**src/rtl/trig_param_bank.sv**
```systemverilog
// rtl/trig_param_bank.sv - triggered, staged parameter register bank with commit; optional readback via TRIG_PARAM_READBACK_EN
module trig_param_bank #(
  parameter int               NCH            = 16,
  parameter int               W              = 32,
  parameter logic [NCH*W-1:0] DEFAULTS       = '0,
  parameter logic [NCH-1:0]   IMMEDIATE_MASK = '0,
  parameter logic [NCH-1:0]   HOLD_MASK      = '0,
  parameter int               SELW           = (NCH > 1) ? $clog2(NCH) : 1
) (
  input  logic               sim_clk,
  input  logic               reset_global,
  input  logic [NCH-1:0]     trig_in,
  input  logic               commit_in,
  input  logic [W-1:0]       data_in,
  output logic [NCH*W-1:0]   params_out,
  output logic [NCH-1:0]     pending,
  output logic               commit_ack,
  output logic [15:0]        update_cnt,
  input  logic [SELW-1:0]    rd_sel,
  output logic [W-1:0]       rd_data
);

  localparam logic [NCH-1:0] STAGED_MASK = ~IMMEDIATE_MASK;

  logic [NCH*W-1:0] active_vec;
  logic [NCH*W-1:0] staged_vec;
  logic [NCH-1:0]   pending_vec;
  logic             commit_eff;

  // A commit is effective if a staged channel is pending or is being triggered in the same cycle
  assign commit_eff = commit_in & (|((pending_vec | trig_in) & STAGED_MASK));

  genvar gi;
  for (gi = 0; gi < NCH; gi++) begin : g_ch
    // Declaration values give the FPGA power-up state, which HOLD channels rely on
    logic [W-1:0] active_q = DEFAULTS[gi*W +: W];
    logic [W-1:0] staged_q = DEFAULTS[gi*W +: W];
    logic         pending_q = 1'b0;
    logic [W-1:0] active_d;
    logic [W-1:0] staged_d;
    logic         pending_d;

    // Channel next state: trigger loads, commit (or immediate mode) promotes to active
    always_comb begin
      active_d  = active_q;
      staged_d  = staged_q;
      pending_d = pending_q;
      if (trig_in[gi]) begin
        staged_d = data_in;
        if (IMMEDIATE_MASK[gi] || commit_in) begin
          active_d  = data_in;
          pending_d = 1'b0;
        end else begin
          pending_d = 1'b1;
        end
      end else if (commit_in && pending_q) begin
        active_d  = staged_q;
        pending_d = 1'b0;
      end
    end

    if (HOLD_MASK[gi]) begin : g_hold
      // Held channel keeps its value and any staged entry across reset_global
      always_ff @(posedge sim_clk) begin
        active_q  <= active_d;
        staged_q  <= staged_d;
        pending_q <= pending_d;
      end
    end else begin : g_rst
      // Ordinary channel returns to its default and drops staged entries on reset
      always_ff @(posedge sim_clk or posedge reset_global) begin
        if (reset_global) begin
          active_q  <= DEFAULTS[gi*W +: W];
          staged_q  <= DEFAULTS[gi*W +: W];
          pending_q <= 1'b0;
        end else begin
          active_q  <= active_d;
          staged_q  <= staged_d;
          pending_q <= pending_d;
        end
      end
    end

    assign active_vec[gi*W +: W] = active_q;
    assign staged_vec[gi*W +: W] = staged_q;
    assign pending_vec[gi]       = pending_q;
  end

  assign params_out = active_vec;
  assign pending    = pending_vec;

  // Commit acknowledge pulse and effective-commit counter (wraps naturally)
  always_ff @(posedge sim_clk or posedge reset_global) begin
    if (reset_global) begin
      commit_ack <= 1'b0;
      update_cnt <= 16'd0;
    end else begin
      commit_ack <= commit_eff;
      if (commit_eff) begin
        update_cnt <= update_cnt + 16'd1;
      end
    end
  end

`ifdef TRIG_PARAM_READBACK_EN
  // Readback shows the staged word while pending so the host can verify before committing
  always_ff @(posedge sim_clk or posedge reset_global) begin
    if (reset_global) begin
      rd_data <= '0;
    end else if (32'(rd_sel) < NCH) begin
      rd_data <= pending_vec[rd_sel] ? staged_vec[rd_sel*W +: W] : active_vec[rd_sel*W +: W];
    end else begin
      rd_data <= '0;
    end
  end
`else
  logic unused_readback;
  assign unused_readback = ^{rd_sel, staged_vec};
  assign rd_data = '0;
`endif

endmodule

```
**config.mk**
```make
export PLATFORM = sky130hd
export DESIGN_NAME = trig_param_bank
export DESIGN_NICKNAME = d
export VERILOG_FILES = /design/src/rtl/trig_param_bank.sv
export SDC_FILE = /design/constraint.sdc
export NUM_CORES = 2
export LEC_CHECK = 0
export CAP_MARGIN = 5
export CELL_PAD_IN_SITES_DETAIL_PLACEMENT = 1
export CELL_PAD_IN_SITES_GLOBAL_PLACEMENT = 1
export CORE_ASPECT_RATIO = 0.75
export CORE_MARGIN = 3
export CORE_UTILIZATION = 45
export DETAILED_ROUTE_END_ITERATION = 8
export PLACE_DENSITY = 0.87
export SYNTH_ARGS = -nofsm -noshare
export SYNTH_HDL_FRONTEND = slang
export SYNTH_SLANG_ARGS = --single-unit
```
**constraint.sdc**
```tcl
create_clock -name sim_clk -period 49.6 [get_ports sim_clk]
set_clock_uncertainty 0.05 [all_clocks]
set_input_delay 7.44 -clock sim_clk [delete_from_list [all_inputs] [get_ports sim_clk]]
set_output_delay 7.44 -clock sim_clk [all_outputs]
set_load 0.02 [all_outputs]
```
# ---- Word-level counts from Yosys, hierarchy flattened
# Cells that the tools add are included.
# W data, S select, Z words.
dict set report word_totals {
  register_bits 1057
  input_bits 55
  out_inout_bits 577
  wordCells 184
}
dict set report classes {
  n_addsub 1
  eq_ne 16
  muxes 66
  n_bitwise 2
  reduce_logical 49
}
# operator n
set op_table {}
lappend op_table {{$mux W32} 33}
lappend op_table {{$mux W1} 33}
lappend op_table {{$ne A2 B1 Y1 const B} 16}
lappend op_table {{$reduce_and A2 Y1} 16}
lappend op_table {{$reduce_bool A2 Y1} 16}
lappend op_table {{$add A16 B1 Y16 const B} 1}
lappend op_table {{$logic_and A1 B1 Y1} 16}
lappend op_table {{$or A16 B16 Y16} 1}
lappend op_table {{$reduce_or A16 Y1} 1}
lappend op_table {{$and A1 B1 Y1} 1}

# ---- Longest topological paths before layout
dict set report depth {
  word_depth 3
  mapped_depth 6
  ltp_nobuf 5
}

# ---- Least setup slack after synthesis
# OpenSTA, ideal clock, no wires.
dict set report synth_path {
  path_kind {input -> register}
  startpoint {input port trig_in[12]}
  endpoint {register update_cnt[1]}
  setup_time_ns 0.128
  arrival_ns 8.568
  required_ns 49.422
  slack_ns 40.855
  stages 5
  path_buffers 1
  path_cell_list {buf_2 > nor4_4 > nand4_4 > o21ai_2 > mux2_1}
}
dict set report synth_via {
  elab_chain_cells 3
}
# element line_no
set synth_lines {}
lappend synth_lines {{start, declared} 12} ;# input logic [NCH-1:0] trig_in,
lappend synth_lines {{$or A16 B16 Y16} 31} ;# assign commit_eff = commit_in & (|((pending_vec | trig_in) & STAGED_MASK));
lappend synth_lines {{$reduce_or A16 Y1} 31}
lappend synth_lines {{$and A1 B1 Y1} 31}
lappend synth_lines {{end signal, assigned} 100} ;# update_cnt <= update_cnt + 16'd1;
lappend synth_lines {{end, declared} 18} ;# output logic [15:0] update_cnt,
# Every way passes these cells.
# A chain may end at the register's enable or synchronous reset.

==> flow_summary.yaml <==
run_status:
  status: "finished, final reports clean"
detailed_routing:
  wl_um: 125500
  wl_per_cell_um: 29.87
  dr.first_iter.drc_count: 1171
  vias: 22711
  dr.pass1.iters: 4
  ant_nets: 0
  via_per_inst: 5.407
  drc_errors: 0
timing:
  tns_ns: 0
  setup_viol: 0
  slew_viol_final: 0
  fin_crit_ns: 11.61
  period_share_pct: 23.40
  slew_headroom_pct: 14.52
  worst-slew-pin-transition_ns: 1.278
  rsz0062_at_grt: "false"
  timing.hold.ws_ns: 0.4432
  hold_viol_final: 0
  max_freq_mhz: 86.15
placed_design:
  gp_congestion: 0.8050
  dpl.hpwl_um: 80270
  portBuffers: 595
synthesis:
  synth-compound-area-share_pct: 0.5271
  ys_ff_latch: 1057
  synth_area_leader_cell: "dfrtp_1"
  syn_avg_cell_area_um2: 16.67
  syn_inst: 2392
  synth_xor_area_share_pct: 0.3294
  seq_area_frac_synth_pct: 66.32
  yosys-top-cells-area: "dfrtp_1, mux2_2, buf_2, buf_4, clkbuf_1"
  synth_top_cell_area_share_pct: 66.32
  muxShareOfSynthArea_pct: 28.94
  yosysUniqueCellTypes: 29
  synthSimpleGateAreaFrac_pct: 0.9851
  synthAdderAreaFrac_pct: 0.03137
  ys_warn_count: 0
  synth_top_family_by_area: "multiplexers"
  synth_area_um2: 39880
hold_path:
  min_path_cells: 1
  min-delay-start: "g_ch[11].staged_q[14]$_DFFE_PP0P_"
  holdPathEnd: "g_ch[11].staged_q[14]$_DFFE_PP0P_"
  hold_class: "flip-flop to flip-flop"
clock_tree:
  cts_resized: 0
  insertion_delay_ns: 0.68
  hold_buffers: 0
  clockBufferDepth: 3
  clock-sinks: 1057
  ctsRootBufferMaster: "clkbuf_16"
  cts_inserted_buffers: 100
  clk_pin_slew_worst_paths_ns: 0.07
  cts_max_level: 3
  postCtsSetupBuffers: 0
  cts_tree: "built"
floorplan:
  rows: 93
  coreArea_um2: 86810
  die_h_um: 263.8
  io_pins: 632
  initial_core_util_pct: 45.94
  die_w_um: 349.8
  die-area_um2: 92270
global_routing:
  grt_max_degree: 188
  grt_use_total_pct: 27.04
  overflow: 0
  antenna_found_initial: 8
  grt_pass1_vias: 26453
  grt_pass1_wl_um: 184200
run:
  max-cap-violations: 0
pwr:
  p_leak_nw: 21.18
  max-vdd-ir-drop_v: 0.00004331
  p_per_area_nw_per_um2: 48.28
finish:
  final_common_cell: "dfrtp_1"
  fillers: 7875
  drive_above_1_share_pct: 42.39
  layout_common_cells: "dfrtp_1, mux2_2, clkdlybuf4s50_1"
  nNetsFinal: 3027
  area_growth_pct: 25.95
worst_setup_path:
  r2r_cells: 4
  cpPeakStageDelay_ns: 0.96
  r2r_setup_slack_ns: 47.14
  r2r-end: "update_cnt[1]$_DFFE_PP0P_"
  critPathArrivalTime_ns: 12.19
  path_cells: "clkdlybuf4s50_1 > inv_8 > buf_12 > buf_4 > buf_4 > buf_4"
  start_kind: "primary input"
  reg2reg_from: "g_ch[2].pending_q$_DFFE_PP0P_"
  cp-end-kind: "async pin"
  path_class: "primary input to async pin"
  path_max_fanout: 183
  critPathSlowestCell: "buf_4"
  cp_data_required_time_ns: 50.19
  critPathMostFrequentCell: "buf_4"
==> Yosys cell counts <==
library cell,instances
dfrtp_1,1057
mux2_2,1024
buf_2,105
buf_4,48
clkbuf_1,35
nor2_1,32
o21ai_1,20
xnor2_1,15
buf_6,9
inv_1,4
nor4_1,4
nor4_2,4
nor4_4,4
o211ai_2,4
and3_1,3
nand4_1,3
nor3_1,3
o2111ai_1,3
o21ai_2,3
nand2_1,2
nand3_1,2
and4_1,1
buf_1,1
conb_1,1
ha_1,1
mux2_1,1
nand4_2,1
nand4_4,1
o211ai_1,1
==> report_power, final <==
part	internal, mW	switching (mW)
registers	0.990	0.0759
logic	0.259	0.295
clock network	0.458	0.347
total	1.71	0.718
==> layout make-up <==
cell class / instances / area, µm² / area share [%]
flip-flops and latches: 1057 / 26450 / 52.66
multi-input cells: 1164 / 12590 / 25.06
repair buffers: 644 / 6264 / 12.47
clock buffers: 141 / 2940 / 5.854
well taps: 1140 / 1426 / 2.840
clock inverters: 47 / 530.5 / 1.056
inverters: 4 / 22.52 / 0.04484
diodes: 3 / 7.507 / 0.01495
==> sequential cells by signal (all words and copies together), names as in the netlist <==
signal,cells
g_ch.active_q,512
g_ch.staged_q,512
g_ch.pending_q,16
update_cnt,16
commit_ack,1
==> critical path, delay by kind of cell <==
family                 cells  cell delay [ns]
buffers and inverters      6             4.34
==> worst max-delay path by stage <==
| stage | cells past startpoint | to | slack (ns) | from |
|---|---|---|---|---|
| after floorplan | 1 | commit_ack$_DFF_PP0_ | 12.36 | reset_global |
| after global placement | 6 | g_ch[1].active_q[3]$_DFFE_PP0P_ | 37.31 | reset_global |
| after detailed placement | 6 | g_ch[2].active_q[3]$_DFFE_PP0P_ | 37.04 | reset_global |
| after CTS | 6 | g_ch[14].active_q[16]$_DFFE_PP0P_ | 37.77 | reset_global |
| after global routing | 6 | g_ch[2].active_q[3]$_DFFE_PP0P_ | 37.30 | reset_global |
| final | 6 | g_ch[4].staged_q[4]$_DFFE_PP0P_ | 37.99 | reset_global |
==> layer usage <==
layer / global-route usage (%) / part of all wire, % / wire length (µm) / vias up
met4: 8.661 / 3.2 / 4012 / 0
met3: 7.732 / 7.1 / 8900 / 213
met5: 0 / 0 / 0 / -
li1: - / - / - / 9445
met2: 47.74 / 51 / 64590 / 682
met1: 31.76 / 38 / 47960 / 12371
==> metrics by stage <==
stage / cells / power (mW) / setup slack [ns] / utilization, % / instance area, µm²
6_report: 4200 / 2.425 / 37.99 / 57.87 / 50230
5_1_grt: 4197 / 2.517 / 37.30 / 57.86 / 50220
3_3_place_gp: 4009 / 1.588 / 37.31 / 53.86 / 46750
4_1_cts: 4197 / 2.447 / 37.77 / 57.86 / 50220
2_1_floorplan: 2423 / 1.341 / 12.36 / - / 40000
3_5_place_dp: 4009 / 1.624 / 37.04 / 53.86 / 46750
==> cells by family (layout without fill, tap and decap cells) <==
family | count (synthesis) | in the layout
compound gates | 31 | 31
xor+xnor | 15 | 15
fa+ha+maj | 1 | 1
buf+inv | 202 | 836
flops | 1057 | 1057
mux | 1025 | 1025
other cells | 1 | 35
simple gates | 60 | 60
(Power assumes the default switching activity.)
